<file path="src/rtl/rr_stream_arbiter_pkg.sv">
// Shared types and the round-robin pick function for rr_stream_arbiter.
// Vectors are carried at RR_MAX_PORTS bits; callers size-cast in and slice out.
package rr_stream_arbiter_pkg;

    typedef enum logic {
        IDLE,
        GRANTED
    } state_t;

    localparam int RR_MAX_PORTS = 32;
    localparam int RR_IDX_W     = $clog2(RR_MAX_PORTS);

    typedef logic [RR_MAX_PORTS-1:0] rr_vec_t;

    // One-hot of the first set request found walking ptr, ptr+1, ... circularly.
    function automatic rr_vec_t rr_pick(input rr_vec_t req, input int unsigned ptr,
                                        input int unsigned ports);
        rr_vec_t             grant;
        logic                found;
        int unsigned         idx;
        logic [RR_IDX_W-1:0] sel;
        grant = '0;
        found = 1'b0;
        for (int unsigned k = 0; k < RR_MAX_PORTS; k++) begin
            if (k < ports) begin
                idx = ptr + k;
                if (idx >= ports) begin
                    idx = idx - ports;
                end
                sel = RR_IDX_W'(idx);
                if (!found && req[sel]) begin
                    grant[sel] = 1'b1;
                    found      = 1'b1;
                end
            end
        end
        return grant;
    endfunction

endpackage

</file>
<file path="src/rtl/rr_stream_arbiter_if.sv">
// Stream bundle between PORTS requesters, the arbiter and one downstream consumer.
interface rr_stream_arbiter_if #(
    parameter int PORTS      = 4,
    parameter int DATA_WIDTH = 8
);
    logic [PORTS*DATA_WIDTH-1:0] i_data;
    logic [PORTS-1:0]            i_valid;
    logic [PORTS-1:0]            i_last;
    logic [PORTS-1:0]            o_ready;
    logic [DATA_WIDTH-1:0]       o_data;
    logic                        o_valid;
    logic                        o_last;
    logic                        i_ready;
    logic [PORTS-1:0]            o_grant;

    modport slave (
        input  i_data, i_valid, i_last, i_ready,
        output o_ready, o_data, o_valid, o_last, o_grant
    );

    modport master (
        output i_data, i_valid, i_last, i_ready,
        input  o_ready, o_data, o_valid, o_last, o_grant
    );
endinterface

</file>
<file path="src/rtl/rr_stream_arbiter_onehot_mux.sv">
// AND-OR multiplexer selecting one DATA_WIDTH word out of PORTS by a one-hot select.
module onehot_mux #(
    parameter int PORTS      = 4,
    parameter int DATA_WIDTH = 8
) (
    input  logic [PORTS-1:0]            sel,
    input  logic [PORTS*DATA_WIDTH-1:0] din,
    output logic [DATA_WIDTH-1:0]       dout
);
    logic [DATA_WIDTH-1:0] masked [PORTS];

    genvar gi;
    generate
        for (gi = 0; gi < PORTS; gi++) begin : g_mask
            assign masked[gi] = din[(gi+1)*DATA_WIDTH-1 -: DATA_WIDTH] & {DATA_WIDTH{sel[gi]}};
        end
    endgenerate

    always_comb begin
        dout = '0;
        for (int i = 0; i < PORTS; i++) begin
            dout = dout | masked[i];
        end
    end
endmodule

</file>
<file path="src/rtl/rr_stream_arbiter.sv">
// Round-robin valid/ready stream arbiter with a registered one-hot grant.
// Define LIBSV_RR_STREAM_ARBITER_PACKET_LOCK_EN to hold the grant until i_last.
module rr_stream_arbiter
    import rr_stream_arbiter_pkg::*;
#(
    parameter int PORTS      = 4,
    parameter int DATA_WIDTH = 8
) (
    input  logic               i_clk,
    input  logic               i_aresetn,
    rr_stream_arbiter_if.slave bus
);
    localparam int PTR_W = $clog2(PORTS);

    state_t             state_reg, state_next;
    logic [PORTS-1:0]   grant_reg, grant_next;
    logic [PTR_W-1:0]   ptr_reg, ptr_next;
    logic [PTR_W-1:0]   g_idx;
    logic [PTR_W-1:0]   ptr_after;
    logic               valid_sel;
    logic               last_sel;
    logic               transfer;
    logic               release_grant;
    rr_vec_t            pick_idle;
    rr_vec_t            pick_after;

    onehot_mux #(
        .PORTS      (PORTS),
        .DATA_WIDTH (DATA_WIDTH)
    ) u_data_mux (
        .sel  (grant_reg),
        .din  (bus.i_data),
        .dout (bus.o_data)
    );

    assign valid_sel   = |(bus.i_valid & grant_reg);
    assign last_sel    = |(bus.i_last & grant_reg);
    assign bus.o_valid = valid_sel;
    assign bus.o_last  = last_sel;
    assign bus.o_ready = {PORTS{bus.i_ready}} & grant_reg;
    assign bus.o_grant = grant_reg;

    assign transfer = valid_sel & bus.i_ready;
`ifdef LIBSV_RR_STREAM_ARBITER_PACKET_LOCK_EN
    assign release_grant = transfer & last_sel;
`else
    assign release_grant = transfer | ~valid_sel;
`endif

    always_comb begin
        g_idx = '0;
        for (int i = 0; i < PORTS; i++) begin
            if (grant_reg[i]) begin
                g_idx = PTR_W'(i);
            end
        end
    end

    assign ptr_after  = (g_idx == PTR_W'(PORTS-1)) ? '0 : g_idx + 1'b1;
    assign pick_idle  = rr_pick(rr_vec_t'(bus.i_valid), 32'(ptr_reg), PORTS);
    assign pick_after = rr_pick(rr_vec_t'(bus.i_valid), 32'(ptr_after), PORTS);

    always_comb begin
        state_next = state_reg;
        grant_next = grant_reg;
        ptr_next   = ptr_reg;
        case (state_reg)
            IDLE: begin
                if (|bus.i_valid) begin
                    grant_next = pick_idle[PORTS-1:0];
                    state_next = GRANTED;
                end
            end
            GRANTED: begin
                // Re-arbitrate in the release cycle so consecutive beats need no bubble.
                if (release_grant) begin
                    ptr_next   = ptr_after;
                    grant_next = pick_after[PORTS-1:0];
                    state_next = (|bus.i_valid) ? GRANTED : IDLE;
                end
            end
            default: begin
                state_next = IDLE;
                grant_next = '0;
            end
        endcase
    end

    always_ff @(posedge i_clk or negedge i_aresetn) begin
        if (!i_aresetn) begin
            state_reg <= IDLE;
            grant_reg <= '0;
            ptr_reg   <= '0;
        end else begin
            state_reg <= state_next;
            grant_reg <= grant_next;
            ptr_reg   <= ptr_next;
        end
    end

`ifndef SYNTHESIS
    a_grant_onehot0 : assert property (@(posedge i_clk) disable iff (!i_aresetn)
        $onehot0(grant_reg));
`endif

endmodule

</file>
<file path="src/flat_wrapper.sv">
// flat-port wrapper written by rule: the top's interface ports become plain ports
module rr_stream_arbiter_flat import rr_stream_arbiter_pkg::*;
#(
    parameter int PORTS      = 4,
    parameter int DATA_WIDTH = 8
)
  (i_clk, i_aresetn, bus_i_data, bus_i_valid, bus_i_last, bus_i_ready, bus_o_ready, bus_o_data, bus_o_valid, bus_o_last, bus_o_grant);
  rr_stream_arbiter_if #(.PORTS(PORTS), .DATA_WIDTH(DATA_WIDTH)) bus_i ();
  input  logic i_clk;
  input  logic i_aresetn;
  input wire logic [$bits(bus_i.i_data)-1:0] bus_i_data;
  input wire logic [$bits(bus_i.i_valid)-1:0] bus_i_valid;
  input wire logic [$bits(bus_i.i_last)-1:0] bus_i_last;
  input wire logic [$bits(bus_i.i_ready)-1:0] bus_i_ready;
  output wire logic [$bits(bus_i.o_ready)-1:0] bus_o_ready;
  output wire logic [$bits(bus_i.o_data)-1:0] bus_o_data;
  output wire logic [$bits(bus_i.o_valid)-1:0] bus_o_valid;
  output wire logic [$bits(bus_i.o_last)-1:0] bus_o_last;
  output wire logic [$bits(bus_i.o_grant)-1:0] bus_o_grant;
  assign bus_i.i_data = bus_i_data;
  assign bus_i.i_valid = bus_i_valid;
  assign bus_i.i_last = bus_i_last;
  assign bus_i.i_ready = bus_i_ready;
  assign bus_o_ready = bus_i.o_ready;
  assign bus_o_data = bus_i.o_data;
  assign bus_o_valid = bus_i.o_valid;
  assign bus_o_last = bus_i.o_last;
  assign bus_o_grant = bus_i.o_grant;
  rr_stream_arbiter #(.PORTS(PORTS), .DATA_WIDTH(DATA_WIDTH)) u_core (.i_clk(i_clk), .i_aresetn(i_aresetn), .bus(bus_i));
endmodule
</file>
<file path="config.mk">
export PLATFORM = sky130hd
export DESIGN_NAME = rr_stream_arbiter_flat
export DESIGN_NICKNAME = d
export VERILOG_FILES = /design/src/rtl/rr_stream_arbiter_pkg.sv /design/src/rtl/rr_stream_arbiter_if.sv /design/src/rtl/rr_stream_arbiter_onehot_mux.sv /design/src/rtl/rr_stream_arbiter.sv /design/src/flat_wrapper.sv
export SDC_FILE = /design/constraint.sdc
export NUM_CORES = 1
export LEC_CHECK = 0
export CAP_MARGIN = 0
export CORE_MARGIN = 2
export CORE_UTILIZATION = 38
export CTS_CLUSTER_DIAMETER = 120
export DETAILED_ROUTE_END_ITERATION = 10
export GPL_TIMING_DRIVEN = 0
export PLACE_DENSITY = 0.77
export SLEW_MARGIN = 0
export SYNTH_ARGS = -nofsm -noshare
export SYNTH_HDL_FRONTEND = slang
export SYNTH_SLANG_ARGS = --single-unit
</file>
<file path="constraint.sdc">
create_clock -name i_clk -period 2.5 [get_ports i_clk]
set_input_delay 0.75 -clock i_clk [delete_from_list [all_inputs] [get_ports i_clk]]
set_output_delay 0.75 -clock i_clk [all_outputs]
set_load 0.1 [all_outputs]
</file>
# --- Word level (Yosys, flattened, before mapping) ---
# Index checks and enable logic that the tools add are counted.
# W data, S select, Z words.
word_totals:
  regBits: 7
  wordCells: 154
op_classes:
  addsub: 15
  order_cmp: 24
  n_eq_ne: 3
  muxes: 64
  n_bitwise: 20
  reduce_logical: 25
op_table:
  columns: ["op", "count"]
  rows:
  - ["$ge A32 B3 Y1 const B", 6]
  - ["$lt A5 B6 Y1 const B", 8]
  - ["$bmux W1 S5", 8]
  - ["$demux W1 S5", 8]
  - ["$ge A5 B1 Y1 const B", 8]
  - ["$mux W4", 10]
  - ["$mux W5", 8]
  - ["$and A8 B8 Y8", 4]
  - ["$sub A5 B3 Y5 const B", 6]
  - ["$mux W1", 25]
  - ["$or A4 B4 Y4", 6]
  - ["$or A8 B8 Y8", 3]
  - ["$logic_and A1 B1 Y1", 14]
  - ["$add A2 B2 Y3 const B", 4]
  - ["$and A4 B4 Y4", 3]
  - ["$reduce_or A4 Y1", 3]
  - ["$pmux W4 S2", 1]
  - ["$sub A2 B3 Y4 const B", 2]
  - ["$add A2 B1 Y3 const B", 2]
  - ["$ge A2 B3 Y1 const B", 2]
  - ["$logic_not A1 Y1", 6]
  - ["$mux W2", 3]
  - ["$reduce_and A2 Y1", 2]
  - ["$add A2 B1 Y2 const B", 1]
  - ["7 further kinds", 8]

# --- Longest topological paths before layout ---
# Gate-level depths: netlist of the first run.
logic_depth:
  ltp_word: 21
  depth_mapped: 11

# --- Cells and area by module ---
# From an unflattened synthesis of the first run, not the netlist that was laid out.
hier_totals:
  hier_cells: 174
  hier_area_um2: 1366.3
by_module_without_submodules:
  columns: ["module", "instances", "cells_each", "area_per_inst_um2", "seq_area_each_um2"]
  rows:
  - ["rr_stream_arbiter", 1, 146, 1196.1, 175.2]
  - ["onehot_mux", 1, 28, 170.2, 0.0]

# --- Worst setup path after synthesis of the first run ---
# Ideal clock, no wire load.
synth_timing:
  path_type: "register -> output"
  from: "register u_core.grant_reg[3], in the netlist u_core.bus.o_grant[3]"
  to: "output bus_o_ready[3]"
  arrival_time_ps: 2626
  required_ps: 1750
  path_slack_ps: -876
  path_stages_with_launch: 4
  cell_sequence: "dfrtp_1 -> buf_2 -> inv_1 -> nor2_1"
synth_via:
  elab_chain_len: 1
synth_rtl:
  columns: ["element", "line_no", "text"]
  rows:
  - ["start: declaration", "rr_stream_arbiter.sv:16", "logic [PORTS-1:0] grant_reg, grant_next;"]
  - ["start signal: assignment", "rr_stream_arbiter.sv:96", "grant_reg <= grant_next;"]
  - ["$and A4 B4 Y4", "rr_stream_arbiter.sv:40", "assign bus.o_ready = {PORTS{bus.i_ready}} & grant_reg;"]
  - ["end: declaration", "flat_wrapper.sv:15", "output wire logic [$bits(bus_i.o_ready)-1:0] bus_o_ready;"]
# No other way between the ends.

# --- Worst setup path after layout of the first run ---
layout_timing:
  from: "register u_core.grant_reg[3], in the netlist u_core.bus.o_grant[3]"
  to: "register u_core.grant_reg[3], in the netlist u_core.bus.o_grant[3]"
layout_via:
  elab_chain_len: 19
  elab_cells_between_ends: 72
layout_rtl:
  columns: ["element"]
  rows:
  - ["parallel branches: the longest is 19 deep, another holds $ge A32 B3 Y1"]
# Several ways; the timed one is not identified. The select of a mux whose other input is x is not followed.
# A chain may end at the register's enable or synchronous reset.

==> results of run 1 <==
-- stage by stage --
| step | area [um2] | hold WS [ps] | utilization | setup TNS (ps) |
|---|---|---|---|---|
| after floorplan | 1421 | 454.4 | - | -72.00 |
| after global placement | 2049 | 654.3 | 0.6142 | -12240 |
| after detailed placement | 2049 | 687.8 | 0.6142 | -12680 |
| after CTS | 2066 | 703.3 | 0.6190 | 0 |
| after global routing | 2105 | 755.6 | 0.6307 | -258.2 |
| final | 2105 | 717.8 | 0.6307 | 0 |
-- layer usage --
metal  global-route usage  share of wire  vias up
li1                     -              -      740
met1               0.2522           0.40      729
met2               0.4368           0.52       73
met3              0.04865          0.059       12
met4              0.08889          0.022        0
met5                    0              0        -
-- final timing paths --
check                                                        from                                end  slack (ps)  depth (start not counted)
worst max-delay path            u_core.bus.o_grant[3]$_DFFE_PN0P_  u_core.bus.o_grant[3]$_DFFE_PN0P_          30                         11
max in group asynchronous                               i_aresetn  u_core.bus.o_grant[1]$_DFFE_PN0P_        1480                          1
worst min register to register      u_core.ptr_reg[1]$_DFFE_PN0P_      u_core.ptr_reg[1]$_DFFE_PN0P_         720                          2
worst min-delay path                u_core.ptr_reg[1]$_DFFE_PN0P_      u_core.ptr_reg[1]$_DFFE_PN0P_         720                          2
worst max register to register  u_core.bus.o_grant[3]$_DFFE_PN0P_  u_core.bus.o_grant[3]$_DFFE_PN0P_          30                         11
min in group asynchronous                               i_aresetn         u_core.state_reg$_DFF_PN0_         750                          1
-- critical path, stage by stage, from the launching register on --
cell and delay [ps]:
dfrtp_4 510, buf_12 160, nor2_4 130, inv_4 60
ha_4 340, nor2b_4 70, a2111oi_4 260, o22ai_2 150
buf_4 170, a21oi_2 220, nand2_1 110, a31oi_1 190
-- kinds of logic (layout without fill, tap and decap cells) --
family                   count (synthesis)  in the layout  share of synthesized area
AND/OR/NAND/NOR                         63             63                     0.2476
flip-flops                               7              7                     0.1333
multiplexers                             6              6                    0.07905
adder cells (fa/ha/maj)                 16             16                     0.1524
buffers and inverters                   19             84                    0.07714
AO/OA/AOI/OAI                           50             50                     0.3105
-- Yosys cell counts, types with 3 or more instances --
cell	count
a221oi_1	5
a22oi_1	23
a31oi_1	6
a41o_1	3
and2_1	3
buf_2	5
clkbuf_1	3
dfrtp_1	7
ha_1	16
inv_1	8
nand2_1	30
nand3_1	4
nor2_1	9
-- timing repair --
item                                    in CTS  in global routing
pin swaps                                    2                 10
endpoints found under the setup margin      22                 10
buffers inserted                             2                  4
gates resized for setup                     94                 10
gates cloned                                 0                  0
-- layout make-up --
class                      count  area share
clock buffer                   4     0.01249
sequential                     7     0.08918
inverter                       8     0.01546
tap                           46     0.02735
timing repair buffer          63      0.2806
multi-input combinational    135      0.5375
buffer                         9     0.03746
==> summary.txt, run 1 <==
Floorplanning
  – Die area: 3944 um2
  – Die X-Extent: 62.80 um
  – Site row count: 21
  – # IOs: 61
  – Core box area: 3337 um2
  – Initial Utilization: 0.3937
  – Vert. Die Dim: ~63 um

Logic synthesis
  – Ys async rst share: 1.000
  – Post-synth top area share: 0.1524
  – Synth warn: 0
  – Syn_area_per_cell: slightly above 8 um2
  – Ys flop type: dfrtp_1
  – Area leader, netlist: ha_1
  – Synth area leaders: ha_1 (15%), dfrtp_1 (13%), a22oi_1 (13%), nand2_1 (8.6%), mux4_2 (3.4%)
  – Share of the yosys chip area belonging to registers: 0.1333
  – Mapped cell area: 1314 um2
  – Synthesized net count: 220
  – Number of synthesized flops with an enable pin: 0
  – Post-synthesis register bit count: 7
  – Synthesized netlist cell count: between 150 and 200
  – Synth unique cells: between 40 and 50

CTS
  – TritonCTS Buffers: 3
  – CTS tree: done
  – Htree depth: 1
  – Clock Sinks: 7
  – Hold buffer count at CTS: 0
  – Worst skew pair latency: 260 ps
  – Root Driver: clkbuf_4
  – Clock buffer depth: 2
  – CTS clk-pin slew, worst paths: 60 ps

Layout
  – Layout cells sized above 1: 0.3142
  – Layout Cells excl Fill: about 270
  – Register area: 187.7 um2
  – Synth-to-layout area growth: 60.19%
  – Most common cell after layout, fill and taps aside: clkdlybuf4s50_1
  – Multi-input logic area: 1131 um2
  – Most frequent cells in the layout: clkdlybuf4s50_1 (37), a22oi_1 (23), nand2_1 (21)
  – Fill cells: 300
  – Nets: 286
  – Ant. Diodes: 0
  – Largest register FFs: 4

Placed design
  – PortBufs: 57
  – Setup WS pre-CTS: -1088 ps
  – Routability Congestion: 0.8875
  – DP HPWL: 3.528 mm
  – Placed Cells: 264

Worst setup path
  – Required @ worst endpoint: 2670 ps
  – Critical path launch point type: flop
  – WS Path Type: flop to flop
  – Worst EP arrival: 2640 ps
  – Crit end category: flop
  – Crit-path max FO: 10

STA
  – Fmax: 405.4 MHz
  – Post-route setup slack: 33.23 ps
  – Slew Limit Fails: 0
  – Slew @ Worst Pin: slightly below 1000 ps
  – Slew margin rel.: 0.3592
  – Final setup violating endpoints: 0
  – Hold Violations, Final: 0
  – Final period util: 0.9867
  – Unrepaired setup endpoints after global routing: yes
  – Worst Skew: 3.519 ps
  – Min Tclk post-route: 2467 ps

GRT
  – Pin count of the biggest net entering global routing: 11
  – Vias in the first global route: between 1500 and 2000
  – Congestion Overflow GR: 0
  – Initial antenna violation count: 0
  – Total track usage: 0.2323
  – First-pass GRT wire length: 7.355 mm

Run status
  – Status: complete, no violations

Worst hold path
  – Worst hold path class: flop to flop

Drt
  – Antenna-violating nets left: 0
  – Via count: 1554
  – Routed WL per cell: 16.73 um
  – Drt first pass iters: 4
  – DRC Markers: 0
  – Final WL: 4.550 mm
  – Initial DRC Count: 75
  – Vias per cell: about 5.7

Run
  – Max cap viols: 0
Power of run 1 is not shown: default switching activity piles up to over one toggle a cycle in this logic, so the estimate is an artifact.
==> run 2: changes to the inputs <==
--- a/config.mk
+++ b/config.mk
@@ -6,6 +6,7 @@
 export NUM_CORES = 1
 export LEC_CHECK = 0
 export CAP_MARGIN = 0
+export CORE_ASPECT_RATIO = 0.75
 export CORE_MARGIN = 2
 export CORE_UTILIZATION = 38
 export CTS_CLUSTER_DIAMETER = 120
==> run 2 against run 1 <==
Via count down 2.0%. Global-route usage down 1.6 points. Critical path depth down 8. Register-to-register slack better by 70 ps. Largest cell class unchanged. Core utilization up 1.0 points. Critical endpoint is now bus_o_ready[0].
==> summary.txt, run 2 (synthesis gave the netlist of run 1 again) <==
Floorplanning
  – Die area: 3948 um2 (was 3944 um2)
  – Initial Utilization: 0.3995 (was 0.3937)
  – Die X-Extent: 71.90 um (was 62.80 um)
  – Core box area: 3288 um2 (was 3337 um2)
  – Vert. Die Dim: 54.92 um (was 62.80 um)
  – Site row count: 18 (was 21)
  – # IOs: 61 (unchanged)

STA
  – Setup TNS: 0 ps (unchanged)
  – Slew Limit Fails: 0 (unchanged)
  – Fmax: 406.9 MHz (was 405.4 MHz)
  – Final period util: 0.9831 (was 0.9867)
  – Final setup violating endpoints: 0 (unchanged)
  – Hold Violations, Final: 0 (unchanged)
  – Slew @ Worst Pin: 970.1 ps (was 965.1 ps)
  – Slew margin rel.: 0.3558 (was 0.3592)
  – Min Tclk post-route: 2458 ps (was 2467 ps)
  – Worst Skew: 0.3961 ps (was 3.519 ps)

Layout
  – Final Util: 0.6408 (was 0.6307)
  – Synth-to-layout area growth: 60.38% (was 60.19%)
  – Nets: 287 (was 286)
  – Ant. Diodes: 0 (unchanged)
  – Most common cell after layout, fill and taps aside: clkdlybuf4s50_1 (unchanged)
  – Most frequent cells in the layout: clkdlybuf4s50_1 (38), a22oi_1 (23), nand2_1 (21) (was clkdlybuf4s50_1 (37), a22oi_1 (23), nand2_1 (21))
  – Fill cells: 282 (was 300)
  – Largest register FFs: 4 (unchanged)
  – Layout cells sized above 1: 0.3216 (was 0.3142)

Worst hold path
  – Worst hold path class: flop to flop (unchanged)
  – WHS Path Cells: 2 (unchanged)

CTS
  – TritonCTS Buffers: 3 (unchanged)
  – CTS tree: done (unchanged)
  – Root Driver: clkbuf_8 (was clkbuf_4)
  – Clock Sinks: 7 (unchanged)
  – Clock buffer depth: 2 (unchanged)
  – CTS clk-pin slew, worst paths: 40 ps (was 60 ps)
  – Hold buffer count at CTS: 0 (unchanged)
  – Htree depth: 1 (unchanged)
  – Worst skew pair latency: 220 ps (was 260 ps)

Drt
  – Routed WL per cell: 16.39 um (was 16.73 um)
  – Final WL: 4.377 mm (was 4.550 mm)
  – Vias per cell: 5.704 (was 5.713)
  – Initial DRC Count: 52 (was 75)
  – Antenna-violating nets left: 0 (unchanged)
  – Via count: 1523 (was 1554)
  – DRC Markers: 0 (unchanged)
  – Drt first pass iters: 4 (unchanged)

GRT
  – Total track usage: 0.2160 (was 0.2323)
  – Initial antenna violation count: 0 (unchanged)
  – Pin count of the biggest net entering global routing: 11 (unchanged)
  – Congestion Overflow GR: 0 (unchanged)
  – Vias in the first global route: 1464 (was 1526)
  – First-pass GRT wire length: 6.768 mm (was 7.355 mm)

Run status
  – Status: complete, no violations (unchanged)

Worst setup path
  – WS Path Type: input pin to output pin (was flop to flop)
  – Critical path cell sequence: clkdlybuf4s50_1 -> and2_2 -> buf_4 (was buf_12 -> nor2_4 -> inv_4 -> ha_4 -> nor2b_4 -> a2111oi_4 -> o22ai_2 -> buf_4 -> a21oi_2 -> nand2_1 -> a31oi_1)
  – Crit-path max FO: 4 (was 10)
  – Crit end category: output pin (was flop)
  – Slowest cell on the critical path: clkdlybuf4s50_1 (was dfrtp_4)
  – Required @ worst endpoint: 1750 ps (was 2670 ps)
  – Worst Reg2Reg Path Length in Cells: 9 (was 11)
  – Critical path launch point type: input pin (was flop)
  – Worst EP arrival: 1710 ps (was 2640 ps)
  – Critical path's largest stage delay: 520 ps (was 510 ps)

Placed design
  – DP HPWL: 3.431 mm (was 3.528 mm)
  – Routability Congestion: 0.9112 (was 0.8875)
  – PortBufs: 57 (unchanged)

Run
  – Max cap viols: 0 (unchanged)
run 2: layout make-up:
cell class / instances / area [um2] / share of cell area
well taps: 40 / 50.05 / 0.02375
plain buffers: 10 / 85.08 / 0.04038
repair buffers: 63 / 583.1 / 0.2767
flip-flops and latches: 7 / 187.7 / 0.08907
clock buffers: 4 / 45.04 / 0.02138
multi-input cells: 135 / 1126 / 0.5344
inverters: 8 / 30.03 / 0.01425
run 2: through the flow:
| stage | hold WS, ps | worst slack, ps | cell area (um2) | cells |
|---|---|---|---|---|
| floorplan | 454.4 | -18.01 | 1421 | 161 |
| global placement | 661.5 | -1078 | 2042 | 258 |
| detailed placement | 740.7 | -1102 | 2042 | 258 |
| CTS | 749.1 | 4.073 | 2067 | 264 |
| global route | 789.5 | -8.335 | 2107 | 267 |
| finish | 741.4 | 42.21 | 2107 | 267 |
run 2: path summary, 6_finish.rpt:
| path | startpoint | to | slack [ps] |
|---|---|---|---|
| min in group asynchronous | i_aresetn | u_core.bus.o_grant[3]$_DFFE_PN0P_ | 790 |
| setup reg to reg | u_core.bus.o_grant[3]$_DFFE_PN0P_ | u_core.bus.o_grant[0]$_DFFE_PN0P_ | 100 |
| max in group asynchronous | i_aresetn | u_core.bus.o_grant[1]$_DFFE_PN0P_ | 1440 |
| hold reg to reg | u_core.ptr_reg[1]$_DFFE_PN0P_ | u_core.ptr_reg[1]$_DFFE_PN0P_ | 740 |
| hold / removal | u_core.ptr_reg[1]$_DFFE_PN0P_ | u_core.ptr_reg[1]$_DFFE_PN0P_ | 740 |
| setup / recovery | bus_i_ready | bus_o_ready[0] | 40 |
run 2: worst max-delay path, delay by kind of cell:
kind	cells	cell delay, ps
buffers and inverters	2	800
and+or+nand+nor	1	150
run 2: metal layers:
metal	track usage	share of wire	vias up	wire length, um
met1	0.2718	0.43	717	1881
li1	-	-	741	-
met5	0	0	-	0
met2	0.4059	0.48	65	2103
met3	0.04348	0.089	0	391
met4	0.01887	0	0	0
run 2: what timing repair did:
action | 4_1_cts | 5_1_grt
setup endpoints to repair | 22 | 6
buffers inserted | 2 | 4
resized for setup | 92 | 8
gates cloned | 0 | 0
pin swaps | 1 | 7
Power of run 2 is left out for the same reason.
==> RTL edit (config.mk and constraints of run 1) <==
Reset style: synchronous (`i_aresetn`), changed in one clocked block.
--- a/src/rtl/rr_stream_arbiter.sv
+++ b/src/rtl/rr_stream_arbiter.sv
@@ -87,5 +87,5 @@
     end
 
-    always_ff @(posedge i_clk or negedge i_aresetn) begin
+    always_ff @(posedge i_clk) begin
         if (!i_aresetn) begin
             state_reg <= IDLE;
Behaviour: differs if i_aresetn is asserted again (counterexample within 4 cycles, from zero or initial values and one cycle with i_aresetn low); with i_aresetn held inactive, the same outputs for 4 cycles.
==> RTL edit against run 1 <==
  * Critical endpoint is now u_core.bus.o_grant[1]
  * Cell count rose by 3.7%
  * Worst setup slack worse by 0.022 ns
  * Area after synthesis fell by 6.2%
  * Largest cell class unchanged
  * Die area down 5.8%
  * Final area grew 0.30%
  * Hold slack got worse by 0.040 ns
  * Routed wire length rose by 2.8%
  * Count of clock-buffer cells in the layout unchanged
  * Via count is 4.0% higher
  * Sequential cell count unchanged
==> RTL edit: results (changes against run 1) <==
Critical path
  – Worst Setup EP: u_core.bus.o_grant[1]
  – Crit path DAT: 2.63 ns (about the same)
  – R2R depth: 13 (+2)
  – Crit path launch: u_core.bus.o_grant[3]
  – Largest stage delay, worst path: 0.34 ns (-0.17 ns)

Final layout
  – Clock-cell share of area: 1.24% (-0.0037 points)
  – Layout cells sized above 1: 30.3% (-1.2 points)
  – Fin cells: 282 (+3.7%)
  – Sequential portion of the cell area: 7.29% (-1.6 points)
  – Multi-input gate share of the layout cell area: 52.5% (-1.2 points)
  – Area Growth Syn to Fin: 71.3%
  – Filler Cells Inserted: 257 (-14%)
  – Signal inverters: 10 (+2)
  – Non-clk bufs: 81 (+13%)
  – Multi-In Gates: 136 (+0.74%)

Yosys
  – Commonest cells post-synth: 26 x nand2_1, 19 x a22oi_1, 16 x ha_1
  – Synth area leaders: ha_1 16%, a22oi_1 12%, dfxtp_1 11%
  – Async SR Flop Fraction: 0% (-100 points)
  – Seq/Total Area, Yosys: 11.4% (-2.0 points)

Route
  – Vias: 1616 (+4.0%)
  – Met3 WL: 201 um (-26%)
  – Metal1 wirelength: 2000 um (+9.1%)
  – DRT iter0 DRCs: 127 (+69%)
  – WL met2: 2320 um (-1.0%)

Run status
  – Status: finished, final reports clean

Place
  – RePlAce Congestion: 0.817 (-8.0%)
  – Port Buf Inserts: 59 (+3.5%)
  – Dpl cell area: 1930 sq um (-6.0%)
  – Cells after DPL: 265 (+0.38%)
  – HPWL after detailed placement: 3500 um (-0.92%)
  – Pre-CTS WS: -1.23 ns (-0.144 ns)

Global routing
  – Vias in the first global route: 1453 (-4.8%)
  – Tot GR Track Use: 23.3% (+0.083 points)
  – First-pass GRT wire length: 6520 um (-11%)

Timing
  – Final setup margin: 0.0108 ns (-0.0224 ns)
  – WHS: 0.678 ns (-0.0396 ns)

Min path
  – Hold path endpoint: u_core.bus.o_grant[3]
RTL edit: cell types whose count changed in the layout (fill, tap and decap cells not counted), sizes merged, moves of 5 or more:
cell / run 1 / this run
dfxtp: 0 / 7
mux2i: 1 / 8
a31oi: 6 / 1
and2: 3 / 8
a21oi: 1 / 6
dfrtp: 7 / 0
o21ai: 2 / 8
clkbuf: 6 / 11
RTL edit: logic make-up after synthesis:
family / count (synthesis) / synth area share [%]
AOI/OAI and AO/OA: 57 / 35.2
and+or+nand+nor: 52 / 20.6
muxes: 11 / 10.5
buffers and inverters: 19 / 6.09
adders and majority gates: 16 / 16.2
DFF: 7 / 11.4
RTL edit: repair_timing:
action / CTS / global route
hold endpoints to repair: 0 / 0
endpoints found under the setup margin: 20 / 15
hold buffers: 0 / 0
setup buffers: 3 / 10
gates resized for setup: 102 / 20
pin swaps: 2 / 6
